[src/rtl/id_inst_queue.sv]
// ============================================================================
// id_inst_queue
//
// Instruction queue between the I-cache return path and the ID decode
// register. Returns from the cache are accepted whenever the queue has room.
// They are not held back because ID is stalled. The ID register refills from
// the queue head. When the queue is empty, it refills directly from the
// incoming return (bypass, one cycle from cache to ID).
//
// There are two flush modes:
//   ID_clear          full flush. The queue empties and the ID register
//                     returns to its reset contents.
//   ID_clear_keep_ds  branch flush. The ID register (the branch) is kept,
//                     and only the oldest queued entry (the delay slot)
//                     survives.
//
// Ports:
//   clk, reset         clock, asynchronous active-high reset
//   IF_pc              PC of the instruction returned by the cache
//   IF_delay_slot      returned instruction is a delay slot
//   Cache_inst         returned instruction
//   Cache_inst_valid   cache return valid
//   Cache_inst_ack     queue accepts the return this cycle (combinational)
//   ID_stall           ID holds its current instruction
//   ID_clear           full flush
//   ID_clear_keep_ds   branch flush that keeps the oldest queued entry
//   ID_pc/ID_inst/ID_delay_slot/ID_valid   registered ID stage contents
//   Q_count            queue occupancy, not counting the ID register
// ============================================================================
module id_inst_queue #(
    parameter int unsigned        DEPTH    = 4,
    parameter int unsigned        INST_W   = 32,
    parameter int unsigned        PC_W     = 32,
    parameter logic [PC_W-1:0]    PC_RESET = 32'hbfc00000,
    parameter logic [INST_W-1:0]  NOP_INST = 32'h00000000
) (
    input  logic                         clk,
    input  logic                         reset,
    input  logic [PC_W-1:0]              IF_pc,
    input  logic                         IF_delay_slot,
    input  logic [INST_W-1:0]            Cache_inst,
    input  logic                         Cache_inst_valid,
    output logic                         Cache_inst_ack,
    input  logic                         ID_stall,
    input  logic                         ID_clear,
    input  logic                         ID_clear_keep_ds,
    output logic [PC_W-1:0]              ID_pc,
    output logic [INST_W-1:0]            ID_inst,
    output logic                         ID_delay_slot,
    output logic                         ID_valid,
    output logic [$clog2(DEPTH+1)-1:0]   Q_count
);

    localparam int unsigned PW = $clog2(DEPTH);
    localparam int unsigned CW = $clog2(DEPTH+1);

    // Queue storage. It is not reset because the pointers and count define
    // which entries are valid.
    logic [PC_W-1:0]   mem_pc   [DEPTH];
    logic [INST_W-1:0] mem_inst [DEPTH];
    logic              mem_ds   [DEPTH];

    logic [PW-1:0]     head, tail;
    logic [CW-1:0]     count;

    logic [PW-1:0]     head_n, tail_n;
    logic [CW-1:0]     count_n;
    logic [PC_W-1:0]   pc_n;
    logic [INST_W-1:0] inst_n;
    logic              ds_n;
    logic              valid_n;

    logic              ack;
    logic              enq;
    logic              adv;
    logic              pop;
    logic              bypass;
    logic              wr;
    logic [CW-1:0]     eff_count;
    logic [PW-1:0]     tail_base;

    // The full test uses only the registered count, so a dequeue in the same
    // cycle never opens a slot for a return. This keeps ID_stall out of the
    // combinational ack path.
    always_comb begin
        ack = !reset && !ID_clear && !ID_clear_keep_ds && (count < CW'(DEPTH));
        enq = Cache_inst_valid && ack;
        adv = !ID_stall || !ID_valid;
    end

    assign Cache_inst_ack = ack;
    assign Q_count        = count;

    // Next-state logic for the pointers and the ID register.
    always_comb begin
        head_n    = head;
        tail_n    = tail;
        count_n   = count;
        pc_n      = ID_pc;
        inst_n    = ID_inst;
        ds_n      = ID_delay_slot;
        valid_n   = ID_valid;
        pop       = 1'b0;
        bypass    = 1'b0;
        wr        = 1'b0;
        eff_count = count;
        tail_base = tail;

        if (ID_clear) begin
            head_n  = '0;
            tail_n  = '0;
            count_n = '0;
            pc_n    = PC_RESET;
            inst_n  = NOP_INST;
            ds_n    = 1'b0;
            valid_n = 1'b0;
        end else begin
            // A branch flush first truncates the queue to its head entry.
            // The normal refill rules then operate on that reduced
            // occupancy, so the surviving delay slot can pop in the same
            // cycle.
            if (ID_clear_keep_ds && (count != '0)) begin
                eff_count = CW'(1);
                tail_base = head + PW'(1);
            end

            pop    = adv && (eff_count != '0);
            bypass = adv && (eff_count == '0) && enq;
            wr     = enq && !bypass;

            if (adv) begin
                if (pop) begin
                    pc_n    = mem_pc[head];
                    inst_n  = mem_inst[head];
                    ds_n    = mem_ds[head];
                    valid_n = 1'b1;
                end else if (bypass) begin
                    pc_n    = IF_pc;
                    inst_n  = Cache_inst;
                    ds_n    = IF_delay_slot;
                    valid_n = 1'b1;
                end else begin
                    // Bubble: the PC and delay-slot flag keep their last
                    // values. Only the instruction is forced to a NOP.
                    inst_n  = NOP_INST;
                    valid_n = 1'b0;
                end
            end

            head_n  = pop ? head + PW'(1) : head;
            tail_n  = wr ? tail_base + PW'(1) : tail_base;
            count_n = eff_count + CW'(wr) - CW'(pop);
        end
    end

    always_ff @(posedge clk or posedge reset) begin
        if (reset) begin
            head          <= '0;
            tail          <= '0;
            count         <= '0;
            ID_pc         <= PC_RESET;
            ID_inst       <= NOP_INST;
            ID_delay_slot <= 1'b0;
            ID_valid      <= 1'b0;
        end else begin
            head          <= head_n;
            tail          <= tail_n;
            count         <= count_n;
            ID_pc         <= pc_n;
            ID_inst       <= inst_n;
            ID_delay_slot <= ds_n;
            ID_valid      <= valid_n;
        end
    end

    // Writes occur only for accepted returns. An accepted return implies
    // that no flush is active, so the tail pointer is the write slot.
    always_ff @(posedge clk) begin
        if (wr) begin
            mem_pc[tail]   <= IF_pc;
            mem_inst[tail] <= Cache_inst;
            mem_ds[tail]   <= IF_delay_slot;
        end
    end

endmodule

[config.mk]
export PLATFORM = sky130hd
export DESIGN_NAME = id_inst_queue
export DESIGN_NICKNAME = d
export VERILOG_FILES = /design/src/rtl/id_inst_queue.sv
export SDC_FILE = /design/constraint.sdc
export NUM_CORES = 1
export LEC_CHECK = 0
export ABC_CLOCK_PERIOD_IN_PS = 7300
export BUFFER_PORTS_ARGS = -buffer_cell sky130_fd_sc_hd__buf_2
export CORE_AREA = 2 2 182 184
export CTS_CLUSTER_SIZE = 16
export DETAILED_ROUTE_END_ITERATION = 10
export DIE_AREA = 0 0 184 186
export GPL_TIMING_DRIVEN = 1
export SYNTH_ARGS = -nofsm -noshare
export SYNTH_HDL_FRONTEND = slang
export SYNTH_SLANG_ARGS = --single-unit
[constraint.sdc]
create_clock -name clk -period 7.3 [get_ports clk]
set_input_delay 0.365 -clock clk [delete_from_list [all_inputs] [get_ports clk]]
set_output_delay 0.365 -clock clk [all_outputs]
set_load 0.02 [all_outputs]
==> results by group <==
Layout
  – Final Util: between 40% and 50%
  – Most frequent cells in the layout: 260 x edfxtp_1, 140 x buf_2, 92 x nand2_1
  – Share of layout cells above drive strength 1: 34.3%
  – Final layout net count: between 900 and 1000
  – Commonest non-fill, non-tap cell in the layout: edfxtp_1
  – P&R area growth vs syn: 18.6%

Timing
  – Final setup violation count: 0
  – Worst Max-Slew Pin Slew: 1.06 ns
  – Setup TNS: 0 ns
  – RSZ-0062 raised after global routing: false
  – Fmax achieved: 0.332 GHz
  – Final max-slew violation count: 0
  – Post-layout minimum cycle time: 3.02 ns
  – Setup Skew: roughly 0.022 ns
  – Max-slew headroom: 29.5%
  – Period utilization: 41.3%
  – Final Hold Viols: 0

Global route
  – GR Overflow Total: 0
  – First-pass GRT wire length: approximately 43000 um
  – Vias in the first global route: 7193
  – Largest net degree at the start of global routing: 66
  – Initial antenna violation count: 3
  – GR Util All Layers: roughly 17%

Placement
  – Port Buffers: 140
  – GPL Wtd Cong: 0.792
  – Post-DP HPWL: 15700 um

CTS
  – H-tree depth: 2
  – Clock Path Buffers: 3
  – Clock Latency Late Sink: 0.52 ns
  – CTS buffer count: 36
  – CTS resizes: 0
  – Reg clk slew, reported paths: 0.06 ns
  – Clock root buffer: clkbuf_16
  – Total clock sinks: 333
  – CTS tree: built

Floorplanning
  – Initial Utilization: 39.6%
  – Die Y: 186 um
  – Std cell rows: 66
  – Die footprint: 0.0342 sq mm
  – Horiz. Die Dim: 184 um
  – Boundary Pins: 141
  – Total core area: 0.0322 sq mm

Worst setup path
  – CP Class: register to register
  – CP max stage delay: ~0.80 ns
  – Cell family with most CP delay: buffers and inverters
  – Critical path required time: between 7 and 8 ns
  – Critical Path Fanout Max: between 60 and 70
  – Crit path capture type: register
  – Buffer and inverter count on the worst path: 1
  – CP startpoint kind: register
  – Cell Chain, Critical Path: o31ai_1, mux2i_1, nor3b_2, buf_4
  – Crit path DAT: around 3.1 ns
  – Slowest-stage cell, CP: buf_4

Pwr
  – PwrDens: 362 mW/mm^2
  – VDD IR max: 0.223 mV
  – Lkg Pwr: 5.51 nW

Logic synthesis
  – Largest area contributor in the netlist: edfxtp_1
  – Post-Syn Area: 0.0127 sq mm
  – Netlist cell types: 41
  – Share of the synthesized area in the top cell type: about three fifths
  – Seq/Total Area, Yosys: 75.7%
  – Synth Instances: 687
  – Post-synthesis register bit count: 333
  – Mean post-synth cell area: 18.5 sq um
  – Syn Nets: around 760
  – Synth warn: 0
  – Area contributors post-synth: edfxtp_1 61%, dfrtp_1 13%, mux4_2 11%, nand2_1 2.7%, a22oi_1 1.9%

Flow run
  – Max Cap Viol: 0

Routing
  – Antenna Violating Nets Remaining: 0
  – DRC Markers: 0
  – Vias per cell: 5.34
  – Avg WL per Cell: between 20 and 25 um
  – DRT iter0 DRCs: between 500 and 600
  – DRT Wirelength: between 20000 and 30000 um
  – DR pass1 iterations: 5
  – Vias: approximately 6800

Worst hold path
  – Worst hold path class: input pin to register

Run status
  – Status: complete, no violations
[worst reg2reg max path, cell delays in order (launching register included)]
cell,delay [ns]
dfrtp_1,0.49
o31ai_1,0.43
mux2i_1,0.43
nor3b_2,0.45
buf_4,0.80
[Yosys cell counts, drive strengths merged]
library cell	count
xnor2	3
ha	2
nor2b	2
clkbuf	13
a22oi	32
buf	25
xor2	1
inv	4
nor2	20
nor4	1
o2bb2ai	9
nand2	92
dfrtp	64
mux2	1
a2111oi	1
a21o	1
and4	1
dfstp	9
o31ai	1
nand2b	1
and3	1
and2	4
nor3	6
edfxtp	260
a2bb2oi	22
nand3	2
fa	1
mux4	65
o21ai	23
a21oi	12
nor3b	1
mux2i	1
a32oi	2
a2111o	1
or3	3
[area by class of cell]
type,instances,area (sq um)
diodes,1,2.50
repair buffers,153,801
fillers,2769,17100
flip-flops and latches,333,9650
multi-input cells,312,2910
clock inverters,19,214
clock buffers,47,1000
inverters,4,16.3
well taps,408,510
[flip-flops by register name (all words and copies together) (netlist names)]
register / cells
ID_delay_slot: 1
ID_inst: 32
ID_pc: 32
ID_valid: 1
Q_count: 3
head: 2
mem_ds: 4
mem_inst: 128
mem_pc: 128
tail: 2
[metal layers]
| layer | global-route usage (%) | share of wire [%] | wire [um] |
|---|---|---|---|
| met5 | 0 | 0.064 | 18 |
| met4 | 4.32 | 1.6 | 455 |
| met3 | 3.15 | 5.8 | 1630 |
| met2 | 27.2 | 48 | 13500 |
| met1 | 23.2 | 44 | 12400 |
[kinds of logic after synthesis]
kind of cell    synth area share [%]
simple gates                    4.51
compound gates                  5.84
mux                             11.7
fa+ha+maj                      0.354
flops                           75.7
xor+xnor                       0.275
buf+inv                         1.65
[stage by stage]
step                      power (W)  cell area (sq um)  cells  worst slack [ns]  hold WS (ns)
final                       0.00547              15100   1277              4.28        0.0720
after global routing        0.00572              15100   1276              4.04        0.0738
after global placement      0.00367              13900   1209              4.26         0.428
after detailed placement    0.00368              13900   1209              4.24         0.435
after CTS                   0.00553              15100   1276              4.23        0.0571
after floorplan             0.00328              12700    687             0.659         0.464
[final timing paths]
path,start,end,slack [ns],depth (start not counted)
hold reg to reg,ID_inst[10],ID_inst[10],0.46,2
max in group asynchronous,reset,ID_inst[29],5.74,4
min in group asynchronous,reset,tail[0],0.44,3
setup reg to reg,Q_count[2],mem_inst[0][0],4.28,4
hold / removal,Cache_inst[18],mem_inst[3][18],0.07,1
setup / recovery,Q_count[2],mem_inst[0][0],4.28,4
[power breakdown]
group	switching, W	internal (W)	total (W)	leakage, nW
clock network	0.000730	0.00112	0.00185	0.589
logic	0.000680	0.000526	0.00121	1.65
registers	0.000171	0.00224	0.00241	3.27
[timing repair]
item | 4_1_cts | 5_1_grt
hold endpoints to repair | 17 | 0
hold buffers | 1 | 0
buffers inserted | 0 | 0
No activity file was read; power rests on OpenSTA's default activity.
